**config.mk**
```make
export PLATFORM = sky130hd
export DESIGN_NAME = wb_arbiter
export DESIGN_NICKNAME = d
export VERILOG_FILES = /design/src/rtl/wb_arbiter_pkg.sv /design/src/rtl/wb_fifo.sv /design/src/rtl/wb_arbiter.sv
export SDC_FILE = /design/constraint.sdc
export NUM_CORES = 1
export LEC_CHECK = 0
export ABC_AREA = 0
export CAP_MARGIN = 20
export CORE_MARGIN = 2
export CORE_UTILIZATION = 44
export DETAILED_ROUTE_END_ITERATION = 8
export GPL_ROUTABILITY_DRIVEN = 0
export PLACE_DENSITY = 0.75
export SYNTH_ARGS = -nofsm -noshare
export SYNTH_HDL_FRONTEND = slang
export SYNTH_SLANG_ARGS = --single-unit
```
**constraint.sdc**
```tcl
create_clock -name clk -period 3.1 [get_ports clk]
set_clock_uncertainty 0.1 [all_clocks]
set_input_delay 0.31 -clock clk [delete_from_list [all_inputs] [get_ports clk]]
set_output_delay 0.31 -clock clk [all_outputs]
set_load 0.02 [all_outputs]
```
**src/rtl/wb_arbiter_pkg.sv**
```systemverilog
// Shared register-file geometry and writeback-arbiter sizing.
// The defines stand in for the archerdefs block when that header is absent.
`ifndef XLEN
`define XLEN 32
`endif
`ifndef LOG2_XRF_SIZE
`define LOG2_XRF_SIZE 5
`endif
`ifndef WB_FIFO_DEPTH
`define WB_FIFO_DEPTH 2
`endif
`ifndef WB_MAX_OUTSTANDING
`define WB_MAX_OUTSTANDING 4
`endif
`ifndef WB_STARVE_LIMIT
`define WB_STARVE_LIMIT 3
`endif

package wb_arbiter_pkg;
    localparam int WB_FIFO_DEPTH      = `WB_FIFO_DEPTH;
    localparam int WB_MAX_OUTSTANDING = `WB_MAX_OUTSTANDING;
    localparam int WB_STARVE_LIMIT    = `WB_STARVE_LIMIT;
    localparam int OUTST_W            = $clog2(WB_MAX_OUTSTANDING + 1);
    localparam int STARVE_W           = $clog2(WB_STARVE_LIMIT + 1);
endpackage

```
**src/rtl/wb_fifo.sv**
```systemverilog
// Small rd+data FIFO that holds long-latency results awaiting a writeback slot.
module wb_fifo
    import wb_arbiter_pkg::*;
#(
    parameter int XLEN          = `XLEN,
    parameter int LOG2_XRF_SIZE = `LOG2_XRF_SIZE
) (
    input  logic                     clk,
    input  logic                     rst,
    input  logic                     push,
    input  logic [LOG2_XRF_SIZE-1:0] push_rd,
    input  logic [XLEN-1:0]          push_data,
    input  logic                     pop,
    output logic [LOG2_XRF_SIZE-1:0] head_rd,
    output logic [XLEN-1:0]          head_data,
    output logic                     full,
    output logic                     empty
);
    localparam int PTR_W = (WB_FIFO_DEPTH > 1) ? $clog2(WB_FIFO_DEPTH) : 1;
    localparam int CNT_W = $clog2(WB_FIFO_DEPTH + 1);

    typedef struct packed {
        logic [LOG2_XRF_SIZE-1:0] rd;
        logic [XLEN-1:0]          data;
    } entry_t;

    entry_t             mem_q [WB_FIFO_DEPTH];
    entry_t             mem_d [WB_FIFO_DEPTH];
    logic [PTR_W-1:0]   wr_ptr_q, wr_ptr_d, rd_ptr_q, rd_ptr_d;
    logic [CNT_W-1:0]   cnt_q, cnt_d;
    logic               do_push, do_pop;

    assign full      = (cnt_q == CNT_W'(WB_FIFO_DEPTH));
    assign empty     = (cnt_q == '0);
    assign head_rd   = mem_q[rd_ptr_q].rd;
    assign head_data = mem_q[rd_ptr_q].data;

    // A pop while full does not open a slot until the next cycle.
    always_comb begin
        do_push  = push && !full;
        do_pop   = pop && !empty;
        mem_d    = mem_q;
        wr_ptr_d = wr_ptr_q;
        rd_ptr_d = rd_ptr_q;
        cnt_d    = cnt_q;
        if (do_push) begin
            mem_d[wr_ptr_q] = '{rd: push_rd, data: push_data};
            wr_ptr_d        = wr_ptr_q + PTR_W'(1);
        end
        if (do_pop)
            rd_ptr_d = rd_ptr_q + PTR_W'(1);
        if (do_push && !do_pop)
            cnt_d = cnt_q + CNT_W'(1);
        else if (!do_push && do_pop)
            cnt_d = cnt_q - CNT_W'(1);
    end

    always_ff @(posedge clk) begin
        if (rst) begin
            wr_ptr_q <= '0;
            rd_ptr_q <= '0;
            cnt_q    <= '0;
        end else begin
            wr_ptr_q <= wr_ptr_d;
            rd_ptr_q <= rd_ptr_d;
            cnt_q    <= cnt_d;
        end
        mem_q <= mem_d;
    end
endmodule

```
**src/rtl/wb_arbiter.sv**
```systemverilog
// Writeback arbiter: merges single-cycle pipeline writes with buffered
// long-latency results, tracking pending destinations in a scoreboard.
module wb_arbiter
    import wb_arbiter_pkg::*;
#(
    parameter int XLEN          = `XLEN,
    parameter int LOG2_XRF_SIZE = `LOG2_XRF_SIZE
) (
    input  logic                          clk,
    input  logic                          rst,
    input  logic                          iss_valid,
    input  logic [LOG2_XRF_SIZE-1:0]      iss_rd,
    output logic                          iss_ready,
    input  logic                          int_we,
    input  logic [LOG2_XRF_SIZE-1:0]      int_rd,
    input  logic [XLEN-1:0]               int_data,
    input  logic                          lat_valid,
    input  logic [LOG2_XRF_SIZE-1:0]      lat_rd,
    input  logic [XLEN-1:0]               lat_data,
    output logic                          lat_ready,
    input  logic [LOG2_XRF_SIZE-1:0]      rs1,
    input  logic [LOG2_XRF_SIZE-1:0]      rs2,
    output logic                          hazard_rs1,
    output logic                          hazard_rs2,
    output logic                          rf_we,
    output logic [LOG2_XRF_SIZE-1:0]      rf_rd,
    output logic [XLEN-1:0]               rf_wdata,
    output logic                          wb_stall,
    output logic [2**LOG2_XRF_SIZE-1:0]   pending,
    output logic                          err_waw
);
    localparam int NREG = 2**LOG2_XRF_SIZE;

    logic [NREG-1:0]          pending_q, pending_d;
    logic [OUTST_W-1:0]       outst_q, outst_d;
    logic [STARVE_W-1:0]      starve_q, starve_d;
    logic                     err_waw_q, err_waw_d;

    logic                     fifo_push, fifo_pop, fifo_full, fifo_empty;
    logic [LOG2_XRF_SIZE-1:0] head_rd;
    logic [XLEN-1:0]          head_data;
    logic                     int_win, iss_acc;

    wb_fifo #(.XLEN(XLEN), .LOG2_XRF_SIZE(LOG2_XRF_SIZE)) u_fifo (
        .clk       (clk),
        .rst       (rst),
        .push      (fifo_push),
        .push_rd   (lat_rd),
        .push_data (lat_data),
        .pop       (fifo_pop),
        .head_rd   (head_rd),
        .head_data (head_data),
        .full      (fifo_full),
        .empty     (fifo_empty)
    );

    always_comb begin
        wb_stall   = !rst && !fifo_empty && (starve_q == STARVE_W'(WB_STARVE_LIMIT));
        int_win    = !rst && int_we && (int_rd != '0) && !wb_stall;
        fifo_pop   = !rst && !fifo_empty && !int_win;
        lat_ready  = !rst && !fifo_full;
        // rd==0 results are handshaken but dropped on the floor.
        fifo_push  = lat_valid && lat_ready && (lat_rd != '0);
        iss_ready  = !rst && !pending_q[iss_rd] && (outst_q != OUTST_W'(WB_MAX_OUTSTANDING));
        iss_acc    = iss_valid && iss_ready && (iss_rd != '0);

        rf_we      = int_win || fifo_pop;
        rf_rd      = int_win ? int_rd : head_rd;
        rf_wdata   = int_win ? int_data : head_data;

        hazard_rs1 = pending_q[rs1] && (rs1 != '0);
        hazard_rs2 = pending_q[rs2] && (rs2 != '0);

        pending_d  = pending_q;
        if (fifo_pop)
            pending_d[head_rd] = 1'b0;
        if (iss_acc)
            pending_d[iss_rd] = 1'b1;
        pending_d[0] = 1'b0;

        outst_d = outst_q;
        if (iss_acc && !(fifo_pop && outst_q != '0))
            outst_d = outst_q + OUTST_W'(1);
        else if (!iss_acc && fifo_pop && outst_q != '0)
            outst_d = outst_q - OUTST_W'(1);

        if (fifo_empty || fifo_pop)
            starve_d = '0;
        else
            starve_d = starve_q + STARVE_W'(1);

        err_waw_d = err_waw_q || (int_win && pending_q[int_rd]);
    end

    assign pending = pending_q;
    assign err_waw = err_waw_q;

    always_ff @(posedge clk) begin
        if (rst) begin
            pending_q <= '0;
            outst_q   <= '0;
            starve_q  <= '0;
            err_waw_q <= 1'b0;
        end else begin
            pending_q <= pending_d;
            outst_q   <= outst_d;
            starve_q  <= starve_d;
            err_waw_q <= err_waw_d;
        end
    end
endmodule

```
; ---- Yosys cells after proc, flatten, opt, wreduce, memory -nomap -nowiden
; Index checks and enable logic that the tools add are counted.
[totals]
regBits = 116
inputBits = 94
output_inout_bits = 76
word_cells = 113
[op_classes]
n_addsub = 7
magnitude_cmp = 10
eq_ne = 3
muxes = 26
bitwise = 5
reduce_logical = 50
[op_table]
columns = operator, n
row1 = $mux W37, 4
row2 = $mux W32, 3
row3 = $bwmux W74, 1
row4 = $demux W37 S1, 1
row5 = $and A32 B32 Y32, 1
row6 = $not A32 Y32, 1
row7 = $or A32 B32 Y32, 1
row8 = $lt A5 B6 Y1 const B, 5
row9 = $logic_and A1 B1 Y1, 27
row10 = $reduce_bool A5 Y1, 5
row11 = $bmux W1 S5, 4
row12 = $demux W1 S5, 2
row13 = $ge A5 B1 Y1 const B, 2
row14 = $logic_not A1 Y1, 10
row15 = $mux W1, 6
row16 = $mux W3, 2
row17 = $mux W5, 1
row18 = $add A2 B1 Y2 const B, 2
row19 = $eq A2 B2 Y1 const B, 2
row20 = $ge A2 B2 Y1 const B, 2
row21 = $mux W2, 2
row22 = $not A1 Y2, 2
row23 = $reduce_bool A2 Y1, 2
row24 = $add A3 B1 Y3 const B, 1
row25 = other kinds (9), 12

; ---- Longest topological paths before layout
; Gate-level depths: netlist of run 1.
[logic_depth]
depth_word = 13
mapped_depth = 11
mapped_depth_nobuf = 9

; ---- Modules after synthesis
; A second synthesis of run 1 with hierarchy kept.
[unflattened]
hier_cells = 447
hier_area_um2 = 6119.6
[modules_own_cells]
columns = mod, n_inst, cells_per_inst, area_per_inst_um2, seq_area_each_um2
row1 = wb_arbiter, 1, 309, 3259.4, 740.7
row2 = wb_fifo, 1, 138, 2860.2, 2302.2

; ---- Least setup slack after synthesis of run 1
; Ideal clock, no wire load.
[synth_timing]
path_kind = input to register
start = input port rst
end = register u_fifo.mem_q[37] (netlist bit), enable pin
setup_ns = 0.436
t_arrival_ns = 2.946
required_ns = 2.564
setup_slack_ns = -0.382
cell_stages = 5
n_path_buf = 1
path_cell_list = clkbuf_1 > a21oi_1 > nand2_1 > a21oi_1 > nor2b_1
[synth_via]
elab_chain_len = 5
[synth_lines]
columns = item, line_no
row1 = start: declaration, wb_arbiter.sv:10  ; input logic rst,
row2 = $logic_not A1 Y1, wb_arbiter.sv:61  ; lat_ready = !rst && !fifo_full;
row3 = $logic_and A1 B1 Y1, wb_arbiter.sv:61
row4 = net lat_ready, wb_arbiter.sv:20  ; output logic lat_ready,
row5 = $logic_and A1 B1 Y1 (2 in a row), wb_arbiter.sv:63  ; fifo_push = lat_valid && lat_ready && (lat_rd != '0);
row6 = $logic_and A1 B1 Y1, wb_fifo.sv:40  ; do_push = push && !full;
row7 = net u_fifo.do_push, wb_fifo.sv:31  ; logic do_push, do_pop;
row8 = end signal: assignment, wb_fifo.sv:68  ; mem_q <= mem_d;
row9 = end: declaration, wb_fifo.sv:27  ; entry_t mem_q [WB_FIFO_DEPTH];
; The timed path passes the listed nets, and every way through them passes these cells.
; A chain may end at the register's enable or synchronous reset.

; ---- Worst setup path in the final report of run 1
[layout_timing]
start = input port iss_rd[0]
end = register outst_q[2]
[layout_via]
elab_chain_len = 11
elab_cells_between_ends = 14
cone_classes = mux: 3 / reduce/logical: 11
[layout_lines]
columns = item, line_no
row1 = start: declaration, wb_arbiter.sv:12  ; input logic [LOG2_XRF_SIZE-1:0] iss_rd,
row2 = $bmux W1 S5, wb_arbiter.sv:64  ; iss_ready = !rst && !pending_q[iss_rd] && (outst_q != OUTST_W'(WB_MAX_OUTSTANDING));
row3 = $mux W1 (not written as such), wb_arbiter.sv:64
row4 = $logic_not A1 Y1, wb_arbiter.sv:64
row5 = $logic_and A1 B1 Y1 (2 in a row), wb_arbiter.sv:64
row6 = $logic_and A1 B1 Y1, wb_arbiter.sv:65  ; iss_acc = iss_valid && iss_ready && (iss_rd != '0);
row7 = $logic_and A1 B1 Y1 *, wb_arbiter.sv:65
row8 = $logic_not A1 Y1, wb_arbiter.sv:84  ; else if (!iss_acc && fifo_pop && outst_q != '0)
row9 = $logic_and A1 B1 Y1 (2 in a row), wb_arbiter.sv:84
row10 = $reduce_bool A2 Y1 (no line), -
row11 = end signal: assignment, wb_arbiter.sv:106  ; outst_q <= outst_d;
row12 = end: declaration, wb_arbiter.sv:35  ; logic [OUTST_W-1:0] outst_q, outst_d;
; Every way passes the cells marked *; elsewhere a longest branch is shown, timed or not. The select of a mux whose other input is x is not followed.

==> metrics.yaml, run 1 <==
setup_path:
  crit_required_ns: 3.34
  crit_path_end_kind: "register"
  critPathSlowestCell: "clkdlybuf4s50_1"
  critPathKind: "in2reg"
  critPathTopFamily: "multiplexers"
  critPathBufInv: 2
  arrival_ns: 3.23
  worstPathCellList: "clkdlybuf4s50_1 > buf_6 > mux4_2 > nand2b_1 > a221oi_2 > nand3b_1 > nand2b_1 > fa_2 > or2_0 > mux2i_1 > mux2i_1"
  max_stage_delay_ns: 0.50
  worst_setup_path_start_kind: "input port"
  cp_max_fo: 6
global_routing:
  grt_overflow: 0
  grt_pass1_vias: 5475
  grt_start_max_net_pins: 43
  grt.total_usage: 0.2495
  grt_pass1_wl_um: 27970
  antenna_found_initial: 0
yosys:
  yosysSeqAreaShare: 0.4974
  synth_top_family_by_area: "multiplexers"
  async_flop_share: 0
  syn_area_per_cell_um2: 11.70
  synth.area.mux_share: 0.2023
  yosysWarnings: 0
  synth-edff-count: 74
  synth_compound_area_frac: 0.1305
  syn-num-nets: 620
  synthDistinctLibCells: 51
  synth_ff_type: "edfxtp_1"
  synthAdderAreaFrac: 0.007363
  synth-simple-area-share: 0.1203
  synthCells: 523
  synth_xor_area_frac: 0.007159
  yosys_register_bits: 115
  synthesis.area_mm2: 0.006117
timing:
  period_minus_slack_ns: 2.988
  maxSlewViolCount: 0
  fin_crit_sh: 0.9639
  finalHoldViolCount: 0
  holdWs_ns: 0.3290
  setup_viol: 0
  tightest_slew_ns: 0.5565
  maxSlewHeadroom: 0.6272
  fmax_ghz: 0.3347
route:
  drt_first_pass_iters: 7
  drc: 0
  drtIter0Drc: 298
  vias: 5341
  routedWlPerCell_um: 19.71
  ant_nets: 0
  wirelength_um: 18190
  vias_per_cell: 5.787
cells_and_area:
  final_nets: 827
  mostFrequentLayoutCells: "clkdlybuf4s50_1, edfxtp_1, nor2_1, buf_4, mux2i_1"
  layout.cells.non_filler: 923
  layout_commonest_cell: "clkdlybuf4s50_1"
  diodes: 0
  area_delta_synth_final_pct: 45.59
  fill_cells: 1057
  drive_gt1_frac: 0.1750
clock_tree:
  insertion_delay_ns: 0.41
  htree_levels: 4
  cts_hold_buf: 0
  clockBufferDepth: 2
  clk_pin_slew_worst_paths_ns: 0.05
  numCtsBuffers: 17
  postCtsSetupBuffers: 0
  cts_root_buf: "clkbuf_16"
  cts.sinks: 115
  cts_tree: "done"
power_and_ir_drop:
  power_density_mw_per_mm2: 560.4
  ir_drop_mv: 0.3927
  leakage_nw: 3.247
floorplanning:
  rows: 43
  initial_core_util: 0.4459
  die_h_um: 121.9
  die_width_um: 121.9
  ios: 170
  fp.coreArea_mm2: 0.01372
  die_area_mm2: 0.01486
job:
  maxCapViolCount: 0
placement:
  dp_hpwl_um: 13290
  port_buffers: 168
  placed_cells: 891
run_status:
  status: "complete, no violations"
hold_path:
  min_path_type: "reg2reg"
==> sequential cells by signal, summed over array words and instances, names as in the netlist <==
| signal | cells |
|---|---|
| u_fifo.wr_ptr_q | 1 |
| u_fifo.mem_q | 74 |
| err_waw | 1 |
| starve_q | 2 |
| u_fifo.rd_ptr_q | 1 |
| pending | 31 |
| outst_q | 3 |
| u_fifo.cnt_q | 2 |
==> where the power goes <==
part	total (mW)	switching, mW	internal [mW]
clock	1.94	0.688	1.25
combinational	1.22	0.657	0.560
sequential	1.84	0.0833	1.75
==> per-layer routing <==
metal  track usage  up-vias  share of wire
li1              -     2405              -
met1        0.3015     2549           0.38
met2        0.4186      337           0.49
met3       0.07163       50           0.10
met4        0.1049        0          0.028
met5             0        -              0
==> synthesized netlist by cell type (3+ instances only) <==
library cell / count / area [um2]
edfxtp_1: 74 / 2222
nor2_1: 53 / 198.9
mux2i_1: 43 / 430.4
dfxtp_1: 41 / 820.8
a21oi_1: 39 / 195.2
nor2b_1: 36 / 225.2
o21ai_0: 36 / 180.2
mux4_2: 30 / 675.7
o31ai_1: 30 / 225.2
clkbuf_1: 20 / 75.07
nand2_1: 16 / 60.06
nand2b_1: 16 / 100.1
inv_1: 8 / 30.03
buf_1: 6 / 22.52
buf_2: 6 / 30.03
mux2_2: 6 / 67.56
a31oi_1: 4 / 25.02
buf_6: 4 / 45.04
a32oi_1: 3 / 26.28
nand3b_1: 3 / 22.52
nor3_1: 3 / 15.01
or3_1: 3 / 18.77
xor2_1: 3 / 26.28
==> what timing repair did <==
| action | in CTS | in global routing |
|---|---|---|
| cloned | 0 | 0 |
| setup endpoints to repair | 37 | 4 |
| resized for setup | 38 | 5 |
| pin swaps | 0 | 1 |
==> cell families (layout without fill, tap and decap cells) <==
group	Yosys count	in the layout
flops	115	115
fa+ha+maj	3	3
simple gates	143	143
buf+inv	45	265
xor+xnor	5	5
mux	82	82
compound gates	129	129
other cells	1	1
==> per-stage QoR <==
step	power (mW)	TNS [ns]	instance area [um2]	util	worst slack, ns
3_3_place_gp	3.104	-0.9553	8344	0.6082	-0.2804
5_1_grt	5.172	-0.01057	8906	0.6492	-0.01057
3_5_place_dp	3.138	-3.109	8344	0.6082	-0.3704
4_1_cts	5.010	-0.01145	8892	0.6482	-0.006744
6_report	4.991	0	8906	0.6492	0.1119
2_1_floorplan	2.541	0	6120	-	0.3073
==> final timing paths <==
check | start | endpoint | slack [ns] | depth (start not counted)
setup / recovery | iss_rd[0] | outst_q[2]$_SDFFE_PP0P_ | 0.11 | 11
hold / removal | starve_q[0]$_SDFF_PP0_ | starve_q[0]$_SDFF_PP0_ | 0.33 | 1
setup reg to reg | pending[10]$_SDFF_PP0_ | outst_q[2]$_SDFFE_PP0P_ | 0.32 | 9
hold reg to reg | starve_q[0]$_SDFF_PP0_ | starve_q[0]$_SDFF_PP0_ | 0.33 | 1
==> final cells by class <==
type	instances	area [um2]	area share
Clock inverter	15	165.2	0.01854
Clock buffer	17	425.4	0.04777
Tap cell	180	225.2	0.02529
Inverter	8	30.03	0.003372
Timing Repair Buffer	225	2141	0.2404
Sequential cell	115	3044	0.3418
Multi-Input combinational cell	363	2875	0.3228
==> worst reg2reg max path, cell delays in order, from the launching register on <==
cell	delay, ns
dfxtp_1	0.39
mux4_2	0.49
a32oi_1	0.27
o211a_1	0.20
nand3b_1	0.12
nand2b_1	0.19
fa_2	0.35
or2_0	0.23
mux2i_1	0.18
mux2i_1	0.20
Power figures use the tool's default switching activity.
==> run 2: changes to the inputs <==
CORE_MARGIN = 1.5   (was 2)
SLEW_MARGIN = 40   (was default)
==> run 2 against run 1 <==
Compared with the run above:
- combinational power about the same
- core utilization increased by 1.2 points
- design area decreased by 0.56%
- total power decreased by 2.9%
- sequential share of layout area increased by 0.19 points
- setup slack improved by 0.043 ns
- non-clock buffer count decreased by 7
- final cell count decreased by 1.2%
- critical path depth unchanged
- register-to-register slack got worse by 0.02 ns
==> metrics.yaml, run 2 (synthesis gave the netlist of run 1 again) <==
setup_path:
  worstPathCellList: "clkdlybuf4s50_1 > buf_6 > mux4_2 > a32oi_2 > o211a_1 > nand3b_1 > nand2b_4 > fa_1 > or2_0 > mux2i_1 > mux2i_1"
  reg2reg_setup_slack_ns: 0.30
  cp_max_fo: 9
  critPathKind: "in2reg"
  max_stage_delay_ns: 0.51
  cpMostUsedCell: "mux2i_1"
  worst_setup_path_start_kind: "input port"
  arrival_ns: 3.18
  crit_path_end_kind: "register"
  crit_required_ns: 3.34
  critPathSlowestCell: "mux4_2"
clock_tree:
  clockBufferDepth: 2
  cts_hold_buf: 0
  cts_root_buf: "clkbuf_16"
  postCtsSetupBuffers: 0
  insertion_delay_ns: 0.41
  clk_pin_slew_worst_paths_ns: 0.05
  cts.sinks: 115
  numCtsBuffers: 17
  htree_levels: 4
  cts_tree: "done"
floorplanning:
  fp.coreArea_mm2: 0.01340
  die_width_um: 120.9
  die_area_mm2: 0.01462
  die_h_um: 120.9
  rows: 42
  initial_core_util: 0.4565
  ios: 170
timing:
  fmax_ghz: 0.3395
  fin_crit_sh: 0.9500
  setup_viol: 0
  period_minus_slack_ns: 2.945
  maxSlewViolCount: 0
  finalHoldViolCount: 0
  tightest_slew_ns: 0.6731
  rsz0062_at_grt: "false"
  maxSlewHeadroom: 0.5513
placement:
  port_buffers: 168
  placed_cells: 880
  dp_hpwl_um: 12700
  dpl_cell_area_mm2: 0.008313
hold_path:
  min_path_type: "reg2reg"
global_routing:
  grt_start_max_net_pins: 44
  grt.total_usage: 0.2418
  grt_overflow: 0
  grt_pass1_vias: 5324
  grt_pass1_wl_um: 26980
  antenna_found_initial: 0
cells_and_area:
  diodes: 0
  multi_input_area_mm2: 0.002889
  layout.cells.non_filler: 912
  final_area_mm2: 0.008856
  largest_reg_flops: 74
  drive_gt1_frac: 0.1726
  area_delta_synth_final_pct: 44.77
  mostFrequentLayoutCells: "clkdlybuf4s50_1, edfxtp_1, nor2_1, mux2i_1, buf_4"
  final_nets: 820
  layout_commonest_cell: "clkdlybuf4s50_1"
  postLayoutCoreUtil: 0.6609
  seq_area_mm2: 0.003044
  fill_cells: 1000
  top_register: "u_fifo.mem_q"
run_status:
  status: "complete, no violations"
job:
  maxCapViolCount: 0
power_and_ir_drop:
  leakage_nw: 3.257
  power_density_mw_per_mm2: 547.1
  ir_drop_mv: 0.3680
  total_power_mw: 4.845
route:
  vias_per_cell: 5.707
  drt_first_pass_iters: 5
  drc: 0
  drtIter0Drc: 381
  vias: 5205
  routedWlPerCell_um: 19.13
  ant_nets: 0
  wirelength_um: 17440
==> run 2: stage by stage <==
step | setup WS [ns] | setup TNS [ns] | hold slack [ns]
6_report | 0.1548 | 0 | 0.3301
5_1_grt | 0.01134 | 0 | 0.3552
4_1_cts | 0.006316 | 0 | 0.3347
3_5_place_dp | -0.3179 | -1.658 | 0.3267
3_3_place_gp | -0.2971 | -0.6124 | 0.3174
2_1_floorplan | 0.3073 | 0 | 0.3084
==> run 2: final timing paths <==
path                                  end  cells after the start                    from
setup / recovery  outst_q[2]$_SDFFE_PP0P_                     11               iss_rd[0]
hold / removal     starve_q[0]$_SDFF_PP0_                      1  starve_q[0]$_SDFF_PP0_
setup reg to reg  outst_q[2]$_SDFFE_PP0P_                      9  pending[10]$_SDFF_PP0_
hold reg to reg    starve_q[0]$_SDFF_PP0_                      1  starve_q[0]$_SDFF_PP0_
==> run 2: report_power, final <==
group / internal [mW] / leakage [nW] / switching (mW)
Clock: 1.10 / 0.261 / 0.694
Sequential: 1.75 / 1.01 / 0.109
Combinational: 0.563 / 1.99 / 0.630
==> run 2: what timing repair did <==
item / in CTS / in global routing
pin swaps: 0 / 1
resized for setup: 32 / 11
setup endpoints to repair: 32 / 9
==> run 2: cell type report <==
class                   count  area share
inverters                   8    0.003391
clock inverters            13     0.01257
clock buffers              19     0.04888
flip-flops and latches    115      0.3437
well taps                 176     0.02487
repair buffers            218      0.2403
multi-input cells         363      0.3262
==> run 2: layer usage <==
metal  global-route usage  vias to the layer above  part of all wire
li1                     -                     2391                 -
met1               0.2897                     2496              0.40
met2               0.4073                      280              0.49
met3              0.06485                       38             0.079
met4               0.1110                        0             0.031
met5                    0                        -                 0
==> run 2: critical path, delay by kind of cell <==
kind | cells | cell delay, ns
mux | 3 | 0.88
simple gates | 3 | 0.54
compound gates | 2 | 0.44
buf+inv | 2 | 0.64
fa+ha+maj | 1 | 0.38
